File: src/rtl/uart_rx_if.sv
// rtl/uart_rx_if.sv - serial-in / byte-out signal bundle for uart_rx
interface uart_rx_if;
  logic        clk_en;
  logic        ser_rx;
  logic [7:0]  rx_data;
  logic        rx_valid;
  logic        rx_error;
  logic [31:0] rx_sum;
  logic        busy;

  modport master (
    output clk_en, ser_rx,
    input  rx_data, rx_valid, rx_error, rx_sum, busy
  );

  modport slave (
    input  clk_en, ser_rx,
    output rx_data, rx_valid, rx_error, rx_sum, busy
  );
endinterface

File: src/rtl/uart_rx.sv
// rtl/uart_rx.sv - 8N1 serial receiver with framing-error flag and running byte sum
module uart_rx #(
  parameter int unsigned clocks_per_bit = 4
) (
  input  logic      clk,
  input  logic      rst,
  uart_rx_if.slave  bus
);
  localparam logic [15:0] HALF_M1 = 16'(clocks_per_bit / 2 - 1);
  localparam logic [15:0] FULL_M1 = 16'(clocks_per_bit - 1);

  typedef enum logic [1:0] {IDLE, START, DATA, STOP} state_t;

  logic        sync_q, line_q;
  state_t      state_q, state_d;
  logic        armed_q, armed_d;
  logic [15:0] count_q, count_d;
  logic [2:0]  bit_idx_q, bit_idx_d;
  logic [7:0]  shift_q, shift_d;
  logic [7:0]  data_q, data_d;
  logic        valid_q, valid_d;
  logic        error_q, error_d;
  logic [31:0] sum_q, sum_d;
  logic        tick, count_zero;

  assign tick       = bus.clk_en;
  assign count_zero = (count_q == 16'd0);

  // Synchronizer runs every clk so line latency does not depend on tick spacing.
  always_ff @(posedge clk) begin
    if (rst) begin
      sync_q <= 1'b1;
      line_q <= 1'b1;
    end else begin
      sync_q <= bus.ser_rx;
      line_q <= sync_q;
    end
  end

  always_comb begin
    state_d   = state_q;
    armed_d   = armed_q;
    count_d   = count_q;
    bit_idx_d = bit_idx_q;
    shift_d   = shift_q;
    data_d    = data_q;
    sum_d     = sum_q;
    valid_d   = 1'b0;
    error_d   = 1'b0;
    if (tick) begin
      case (state_q)
        IDLE: begin
          if (armed_q && !line_q) begin
            state_d = START;
            count_d = HALF_M1;
          end else if (line_q) begin
            armed_d = 1'b1;
          end
        end
        START: begin
          if (!count_zero) begin
            count_d = count_q - 16'd1;
          end else if (!line_q) begin
            state_d   = DATA;
            count_d   = FULL_M1;
            bit_idx_d = 3'd0;
          end else begin
            state_d = IDLE;
            armed_d = 1'b1;
          end
        end
        DATA: begin
          if (count_zero) begin
            shift_d = {line_q, shift_q[7:1]};
            count_d = FULL_M1;
            if (bit_idx_q == 3'd7) state_d = STOP;
            else bit_idx_d = bit_idx_q + 3'd1;
          end else begin
            count_d = count_q - 16'd1;
          end
        end
        STOP: begin
          if (!count_zero) begin
            count_d = count_q - 16'd1;
          end else if (line_q) begin
            data_d  = shift_q;
            sum_d   = sum_q + {24'd0, shift_q};
            valid_d = 1'b1;
            state_d = IDLE;
            armed_d = 1'b1;
          end else begin
            // A held-low line after a bad stop must go high before re-arming.
            error_d = 1'b1;
            state_d = IDLE;
            armed_d = 1'b0;
          end
        end
        default: state_d = IDLE;
      endcase
    end
  end

  always_ff @(posedge clk) begin
    if (rst) begin
      state_q   <= IDLE;
      armed_q   <= 1'b0;
      count_q   <= 16'd0;
      bit_idx_q <= 3'd0;
      shift_q   <= 8'd0;
      data_q    <= 8'd0;
      valid_q   <= 1'b0;
      error_q   <= 1'b0;
      sum_q     <= 32'd0;
    end else begin
      state_q   <= state_d;
      armed_q   <= armed_d;
      count_q   <= count_d;
      bit_idx_q <= bit_idx_d;
      shift_q   <= shift_d;
      data_q    <= data_d;
      valid_q   <= valid_d;
      error_q   <= error_d;
      sum_q     <= sum_d;
    end
  end

  assign bus.rx_data  = data_q;
  assign bus.rx_valid = valid_q;
  assign bus.rx_error = error_q;
  assign bus.rx_sum   = sum_q;
  assign bus.busy     = (state_q != IDLE);
endmodule

File: src/flat_wrapper.sv
// flat-port wrapper written by rule: the top's interface ports become plain ports
module uart_rx_flat 
#(
  parameter int unsigned clocks_per_bit = 4
)
  (clk, rst, bus_clk_en, bus_ser_rx, bus_rx_data, bus_rx_valid, bus_rx_error, bus_rx_sum, bus_busy);
  uart_rx_if bus_i ();
  input  logic clk;
  input  logic rst;
  input wire logic [$bits(bus_i.clk_en)-1:0] bus_clk_en;
  input wire logic [$bits(bus_i.ser_rx)-1:0] bus_ser_rx;
  output wire logic [$bits(bus_i.rx_data)-1:0] bus_rx_data;
  output wire logic [$bits(bus_i.rx_valid)-1:0] bus_rx_valid;
  output wire logic [$bits(bus_i.rx_error)-1:0] bus_rx_error;
  output wire logic [$bits(bus_i.rx_sum)-1:0] bus_rx_sum;
  output wire logic [$bits(bus_i.busy)-1:0] bus_busy;
  assign bus_i.clk_en = bus_clk_en;
  assign bus_i.ser_rx = bus_ser_rx;
  assign bus_rx_data = bus_i.rx_data;
  assign bus_rx_valid = bus_i.rx_valid;
  assign bus_rx_error = bus_i.rx_error;
  assign bus_rx_sum = bus_i.rx_sum;
  assign bus_busy = bus_i.busy;
  uart_rx #(.clocks_per_bit(clocks_per_bit)) u_core (.clk(clk), .rst(rst), .bus(bus_i));
endmodule
File: config.mk
export PLATFORM = sky130hd
export DESIGN_NAME = uart_rx_flat
export DESIGN_NICKNAME = d
export VERILOG_FILES = /design/src/rtl/uart_rx_if.sv /design/src/rtl/uart_rx.sv /design/src/flat_wrapper.sv
export SDC_FILE = /design/constraint.sdc
export NUM_CORES = 1
export LEC_CHECK = 0
export BUFFER_PORTS_ARGS = -buffer_cell sky130_fd_sc_hd__buf_2
export CAP_MARGIN = 20
export CORE_MARGIN = 1
export CORE_UTILIZATION = 55
export CTS_CLUSTER_SIZE = 20
export DETAILED_ROUTE_END_ITERATION = 10
export HOLD_SLACK_MARGIN = 0.05
export PLACE_DENSITY = 0.81
export RECOVER_POWER = 25
export SLEW_MARGIN = 25
export SYNTH_ARGS = -nofsm -noshare
export SYNTH_HDL_FRONTEND = slang
export SYNTH_SLANG_ARGS = --single-unit
File: constraint.sdc
create_clock -name clk -period 3 [get_ports clk]
set_clock_uncertainty 0.1 [all_clocks]
set_input_delay 0.75 -clock clk [delete_from_list [all_inputs] [get_ports clk]]
set_output_delay 0.75 -clock clk [all_outputs]
set_load 0.01 [all_outputs]
; Word-level counts from Yosys, hierarchy flattened
; Cells that the tools add are included.
[word_totals]
register_bits = 74
inputBits = 4
output_inout_bits = 43
elab_cells = 70
[classes]
add_sub_neg = 3
n_eq_ne = 14
mux = 25
bitwise = 3
n_reduce_logical = 14
[ops]
columns = op, count
row1 = $mux W16, 5
row2 = $pmux W16 S4, 1
row3 = $add A32 B8 Y32, 1
row4 = $logic_not A16 Y1, 1
row5 = $sub A16 B1 Y16 const B, 1
row6 = $mux W2, 6
row7 = $mux W3, 4
row8 = $reduce_and A6 Y1, 2
row9 = $ne A2 B1 Y1 const B, 5
row10 = $ne A2 B2 Y1 const B, 4
row11 = $pmux W2 S4, 1
row12 = $reduce_and A4 Y1, 2
row13 = $mux W1, 6
row14 = $pmux W3 S2, 1
row15 = $reduce_and A5 Y1, 1
row16 = $eq A2 B2 Y1 const B, 2
row17 = $reduce_bool A2 Y1, 2
row18 = $reduce_or A4 Y1, 1
row19 = $add A3 B1 Y3 const B, 1
row20 = $eq A3 B3 Y1 const B, 1
row21 = $ne A3 B3 Y1 const B, 1
row22 = $not A1 Y1, 3
row23 = $pmux W1 S3, 1
row24 = $reduce_and A3 Y1, 1
row25 = 5 further kinds, 5

; Depth between registers and ports, before layout
; Gate-level depths: netlist of the first run.
[depth]
depth_word = 4
mapped_depth = 9
ltp_nobuf = 7

; Worst setup path after synthesis of the first run
; OpenSTA, ideal clock, no wires.
[synth_timing]
path_type = in2reg
startpoint = input bus_clk_en
endpoint = register u_core.sum_q[24] (netlist: u_core.bus.rx_sum[24])
setup_time_ps = 121
arrival_time_ps = 2220
required_time_ps = 2779
slack_ps = 559
path_stages = 7
n_path_buf = 2
cell_sequence = buf_2 and3_1 and4_1 nand4_1 buf_2 nor4_1 mux2_2
[synth_via]
elab_chain_cells = 1
[synth_lines]
columns = item, line
row1 = start: declaration, flat_wrapper.sv:10  ; input wire logic [$bits(bus_i.clk_en)-1:0] bus_clk_en;
row2 = $reduce_and A4 Y1 (no source line), --
row3 = end signal: assignment, uart_rx.sv:123  ; sum_q <= sum_d;
row4 = end: declaration, uart_rx.sv:23  ; logic [31:0] sum_q, sum_d;
; Every way passes these cells.
; A chain may end at the register's enable or synchronous reset.

; Worst setup path after layout of the first run
[layout_timing]
startpoint = register u_core.count_q[0]
endpoint = register u_core.count_q[5]
[layout_via]
elab_chain_cells = 3
elab_cells_between_ends = 9
cone_classes = add/sub: 1 / eq/ne: 2 / mux: 4 / reduce/logical: 2
[layout_lines]
columns = item, line
row1 = start: declaration, uart_rx.sv:17  ; logic [15:0] count_q, count_d;
row2 = start signal: assignment, uart_rx.sv:117  ; count_q <= count_d;
row3 = $sub A16 B1 Y16 or $logic_not A16 Y1 (tied branches), --
row4 = "$mux W16, or another cell as far along", uart_rx.sv:83  ; if (!count_zero) begin
row5 = $pmux W16 S4 or $reduce_and A4 Y1 (tied branches), --
; Several ways; a longest one is shown, not always the timed one. The select of a mux whose other input is x is not followed.

==> flow_summary.json, run 1 <==
{
  "status": "completed",
  "clockBufferDepth": 2,
  "whs_ns": 0.336,
  "hold_viol": 0,
  "overflow": 0,
  "placed_cell_area_um2": 4320,
  "hpwlAfterDp_mm": 6.50,
  "io_pins": 47,
  "cp_num_buf_inv": 1,
  "nNetsFinal": 522,
  "cp_top_family": "compound AO/OA/AOI/OAI gates",
  "n_antenna_cell": 0,
  "grt.total_usage_pct": 26.0,
  "area_growth_syn_to_layout_pct": 11.8,
  "numCtsBuffers": 9,
  "synthFlopType": "dfxtp_1",
  "post-cts-setup-buffers": 0,
  "reg2reg_slack_ns": 0.21,
  "fmax_mhz": 358,
  "holdPathStages": 1,
  "path_cells": "inv_1 -> ha_1 -> nor2b_1 -> and4_1 -> a211oi_1 -> o21ai_1 -> o21ba_2",
  "syn_area_um2": 4010,
  "worst_hold_startpoint": "u_core.sync_q",
  "grt_max_degree": 36,
  "dp.cells": 587,
  "htreeDepth": 3,
  "hold_path_end": "u_core.line_q",
  "root_buffer": "clkbuf_8",
  "die_y_um": 87.4,
  "final_max_slew_viol_count": 0,
  "max-vdd-ir-drop_uv": 325,
  "clk_latency_ns": 0.35,
  "final_area_um2": 4480,
  "r2r-end": "u_core.count_q[5]",
  "instances_no_fill": 603,
  "async_flop_share_pct": 0,
  "port_buffers": 46,
  "clock_sinks": 74,
  "start_util_pct": 58.1,
  "fin_crit_ns": 2.79,
  "drc_errors": 0,
  "hp-class": "flop to flop",
  "num_vias": 3660,
  "p_per_area_nw_per_um2": 573,
  "reg2reg_depth": 7,
  "firstDrtPassIters": 5,
  "routed_wl_mm": 9.26,
  "routabilityCongestion": 0.866,
  "postCtsHoldBufs": 0,
  "clk_pin_slew_ns": 0.08,
  "tightest_slew_ns": 0.957,
  "crit_arrival_ns": 2.94,
  "ys_seq_elements": 74,
  "drive_gt1_share_pct": 15.6,
  "ant_nets": 0,
  "critPathSlowestCell": "o21ai_1",
  "coreArea_um2": 6910,
  "utilization_pct": 64.9,
  "die_w_um": 87.4,
  "grt_pass1_wl_mm": 15.6,
  "crit-reg2reg-launch": "u_core.count_q[0]",
  "max-cap-violations": 0,
  "ys_seq_area_share_pct": 36.9,
  "p_leak_nw": 1.74,
  "vias_per_cell": 6.07,
  "slew_headroom_pct": 36.2,
  "dieArea_um2": 7640,
  "wire_per_inst_um": 15.4,
  "worstSetupPathType": "flop to flop",
  "cts_resized": 0,
  "critPathCaptureType": "flop",
  "syn_inst": 464,
  "antenna_found_initial": 0,
  "first_global_vias": 3303,
  "synth.net_count": 484,
  "setup_viol_count_final": 0,
  "start_kind": "flop",
  "crit_fanout": 13,
  "yosys_warnings": 0,
  "fin_setup_tns_ns": 0,
  "avgSynthCellArea_um2": 8.65,
  "cpPeakStageDelay_ns": 0.76,
  "rsz0062_at_grt": "false",
  "cp.required_ns": 3.15,
  "fin_crit_sh_pct": 93.2,
  "cts_tree": "yes",
  "synthDistinctLibCells": 63,
  "first_iter_violations": 144,
  "synth_edf_count": 0,
  "rows": 30
}
## placed cells by master (no fill, tap or decap), types with 3 or more instances in the layout
| cell | count |
|---|---|
| or4_1 | 9 |
| o21ai_0 | 5 |
| xor2_1 | 3 |
| xnor2_1 | 11 |
| a21oi_1 | 31 |
| ha_1 | 15 |
| a211oi_1 | 6 |
| nor2_1 | 42 |
| a2111oi_0 | 6 |
| o311ai_0 | 10 |
| buf_4 | 8 |
| mux2i_1 | 9 |
| buf_2 | 19 |
| nor4b_1 | 5 |
| o41ai_1 | 6 |
| nor4_1 | 9 |
| mux2_2 | 13 |
| nor2b_1 | 14 |
| a21o_1 | 4 |
| dfxtp_1 | 74 |
| nand4_1 | 5 |
| or2_2 | 10 |
| o31ai_1 | 9 |
| nor3_1 | 10 |
| o211ai_1 | 4 |
| clkbuf_8 | 9 |
| clkbuf_1 | 27 |
| nor3_2 | 3 |
| nand2_1 | 46 |
| nand3_1 | 14 |
| and3_1 | 6 |
| and4_1 | 7 |
| inv_1 | 15 |
## worst max path at each step
stage	slack [ns]	end	cells after the start	start
floorplan	0.56	u_core.bus.rx_sum[24]	7	bus_clk_en
global placement	0.35	u_core.count_q[5]	7	u_core.count_q[0]
detailed placement	0.25	u_core.count_q[5]	7	u_core.count_q[0]
CTS	0.25	u_core.count_q[5]	7	u_core.count_q[0]
global route	0.01	u_core.count_q[5]	7	u_core.count_q[0]
finish	0.21	u_core.count_q[5]	7	u_core.count_q[0]
## per-layer routing
metal	wire length, um	vias to the layer above	GRT usage, %
met5	0	-	0
met4	174	0	10.7
met3	481	20	3.98
met2	4510	125	42.7
met1	4090	1727	33.9
li1	-	1788	-
## cell families after synthesis
kind of cell / share of synthesized area (%)
and+or+nand+nor: 26.1
AOI/OAI and AO/OA: 18.2
DFF: 36.9
buffers and inverters: 4.61
muxes: 5.89
adders and majority gates: 5.18
xor gates and xnor gates: 3.06
## report_power, final
part / switching, W / total (W) / leakage (nW) / internal [W]
Sequential: 0.0000467 / 0.00107 / 0.597 / 0.00102
Combinational: 0.000471 / 0.000712 / 1.05 / 0.000240
Clock: 0.000401 / 0.000791 / 0.0962 / 0.000390
## layout make-up
cell class	instances	area (um^2)
Clock buffer	9	124
Clock inverter	7	76.3
Fill cell	629	2420
Inverter	16	60.1
Multi-Input combinational cell	346	2350
Sequential cell	74	1480
Tap cell	96	120
Timing Repair Buffer	55	277
## sequential cells by signal (all words and copies together), names as in the netlist, named ones only
signal               count
u_core.armed_q           1
u_core.bit_idx_q         3
u_core.bus.rx_data       8
u_core.bus.rx_error      1
u_core.bus.rx_sum       32
u_core.bus.rx_valid      1
u_core.count_q          16
u_core.line_q            1
u_core.shift_q           8
u_core.state_q           1
u_core.sync_q            1
## cells in the mapped netlist, types with 3 or more instances
cell / count / area [um^2]
a2111oi_0: 6 / 52.6
a211oi_1: 6 / 45.0
a21o_1: 4 / 30.0
a21oi_1: 31 / 155
and3_1: 6 / 37.5
and4_1: 7 / 61.3
buf_2: 7 / 35.0
clkbuf_1: 19 / 71.3
dfxtp_1: 74 / 1480
ha_1: 15 / 188
inv_1: 15 / 56.3
mux2_2: 13 / 146
mux2i_1: 9 / 90.1
nand2_1: 46 / 173
nand3_1: 14 / 70.1
nand4_1: 5 / 31.3
nor2_1: 42 / 158
nor2b_1: 14 / 87.6
nor3_1: 10 / 50.1
nor3_2: 3 / 30.0
nor4_1: 9 / 56.3
nor4b_1: 5 / 43.8
o211ai_1: 4 / 30.0
o21ai_0: 5 / 25.0
o311ai_0: 10 / 87.6
o31ai_1: 9 / 67.6
o41ai_1: 6 / 52.6
or2_2: 10 / 62.6
or4_1: 9 / 67.6
xnor2_1: 11 / 96.3
xor2_1: 3 / 26.3
## metrics by stage
stage / power (W) / setup slack [ns]
after global routing: 0.00271 / 0.0132
after floorplan: 0.00164 / 0.559
after CTS: 0.00256 / 0.245
after detailed placement: 0.00177 / 0.247
final: 0.00257 / 0.205
after global placement: 0.00176 / 0.351
(Power assumes the default switching activity.)
==> inputs of run 2 (changes only) <==
- CTS_BUF_LIST: default -> sky130_fd_sc_hd__clkbuf_4
==> run 2 against run 1 <==
  * Count of clock-buffer cells in the layout unchanged
  * Clock power decreased by 19%
  * Sequential power about the same
  * Worst setup slack improved by 0.030 ns
  * Worst hold slack improved by 0.0073 ns
  * Critical endpoint unchanged
  * Largest cell class unchanged
==> flow_summary.json, run 2 (synthesized netlist as in run 1, its figures left out) <==
{
  "port_buffers": 46,
  "area_growth_syn_to_layout_pct": 10.4,
  "start_kind": "flop",
  "numCtsBuffers": 9,
  "cts_resized": 0,
  "whs_ns": 0.343,
  "die_w_um": 87.4,
  "p_leak_nw": 1.72,
  "layout_commonest_cell": "dfxtp_1",
  "start_util_pct": 58.1,
  "grt_max_degree": 36,
  "clock_sinks": 74,
  "critPathCaptureType": "flop",
  "max-cap-violations": 0,
  "crit_fanout": 13,
  "fillers": 638,
  "n_antenna_cell": 0,
  "worstSetupPathType": "flop to flop",
  "clockBufferDepth": 2,
  "reg2reg_depth": 7,
  "hpwlAfterDp_mm": 6.50,
  "nNetsFinal": 522,
  "clk_latency_ns": 0.43,
  "rsz0062_at_grt": "false",
  "crit-reg2reg-launch": "u_core.count_q[0]",
  "hp-class": "flop to flop",
  "grt.total_usage_pct": 25.6,
  "die_y_um": 87.4,
  "worst_hold_startpoint": "u_core.sync_q",
  "fin_setup_tns_ns": 0,
  "r2r-end": "u_core.count_q[5]",
  "post-cts-setup-buffers": 0,
  "cp_top_family": "compound AO/OA/AOI/OAI gates",
  "fin_crit_sh_pct": 92.2,
  "reg2reg_slack_ns": 0.23,
  "clk_pin_slew_ns": 0.14,
  "vias_per_cell": 6.02,
  "wire_per_inst_um": 15.2,
  "status": "completed",
  "largest_reg_flops": 32,
  "hold_viol": 0,
  "first_iter_violations": 160,
  "ant_nets": 0,
  "p_per_area_nw_per_um2": 546,
  "overflow": 0,
  "antenna_found_initial": 0,
  "cp.required_ns": 3.23,
  "grt_pass1_wl_mm": 15.4,
  "coreArea_um2": 6910,
  "cpPeakStageDelay_ns": 0.75,
  "root_buffer": "clkbuf_4",
  "setup_viol_count_final": 0,
  "max-vdd-ir-drop_uv": 312,
  "crit_arrival_ns": 3.00,
  "fmax_mhz": 362,
  "crit_cells": 7,
  "cts_tree": "yes",
  "path_cells": "inv_1 -> ha_1 -> nor2b_1 -> and4_1 -> a211oi_1 -> o21ai_1 -> o21ba_2",
  "fin_crit_ns": 2.77,
  "routed_wl_mm": 9.15,
  "htreeDepth": 3,
  "dieArea_um2": 7640,
  "postCtsHoldBufs": 0,
  "critPathSlowestCell": "o21ai_1",
  "first_global_vias": 3274,
  "mostFrequentLayoutCells": "74 x dfxtp_1, 46 x nand2_1, 42 x nor2_1",
  "num_vias": 3631,
  "holdPathStages": 1,
  "drive_gt1_share_pct": 15.6,
  "firstDrtPassIters": 4,
  "cp_num_buf_inv": 1,
  "hold_path_end": "u_core.line_q",
  "routabilityCongestion": 0.866,
  "io_pins": 47,
  "final_max_slew_viol_count": 0,
  "slew_headroom_pct": 35.0,
  "drc_errors": 0,
  "tightest_slew_ns": 0.975,
  "rows": 30
}
==> run 2: changes by cell type in the layout (fill, tap and decap cells not counted) <==
| cell | before | now |
|---|---|---|
| clkbuf_4 | 0 | 9 |
| clkbuf_8 | 9 | 0 |
==> run 2: layer usage <==
layer | vias up | global-route usage [%] | share of wire [%]
met5 | - | 0 | 0
met4 | 0 | 10.3 | 1.7
met3 | 21 | 4.45 | 5.3
met2 | 104 | 41.7 | 47
met1 | 1712 | 33.7 | 46
li1 | 1794 | - | -
==> run 2: worst max-delay path by stage <==
stage / startpoint / end / slack, ns
finish: u_core.count_q[0] / u_core.count_q[5] / 0.23
global route: u_core.count_q[0] / u_core.count_q[5] / 0.03
CTS: u_core.count_q[0] / u_core.count_q[5] / 0.25
detailed placement: u_core.count_q[0] / u_core.count_q[5] / 0.25
global placement: u_core.count_q[0] / u_core.count_q[5] / 0.35
floorplan: bus_clk_en / u_core.bus.rx_sum[24] / 0.56
==> run 2: layout make-up <==
class / count / area (um^2) / share of cell area, %
multi-input cells: 346 / 2350 / 53.0
flip-flops and latches: 74 / 1480 / 33.5
repair buffers: 55 / 277 / 6.24
well taps: 96 / 120 / 2.71
clock inverters: 7 / 76.3 / 1.72
clock buffers: 9 / 67.6 / 1.53
inverters: 16 / 60.1 / 1.36
==> run 2: per-stage QoR <==
step	std cells	power, W	util [%]	setup WS, ns	instance area [um^2]
floorplan	464	0.00164	-	0.559	4010
global placement	587	0.00176	62.5	0.351	4320
detailed placement	587	0.00177	62.5	0.247	4320
CTS	603	0.00241	64.6	0.248	4460
global route	603	0.00256	64.1	0.0253	4430
finish	603	0.00242	64.1	0.235	4430
==> run 2: where the power goes <==
| part | total [W] | switching, W | internal, W | leakage [nW] |
|---|---|---|---|---|
| logic | 0.000705 | 0.000464 | 0.000240 | 1.05 |
| clock network | 0.000644 | 0.000385 | 0.000259 | 0.0729 |
| registers | 0.00107 | 0.0000464 | 0.00102 | 0.597 |
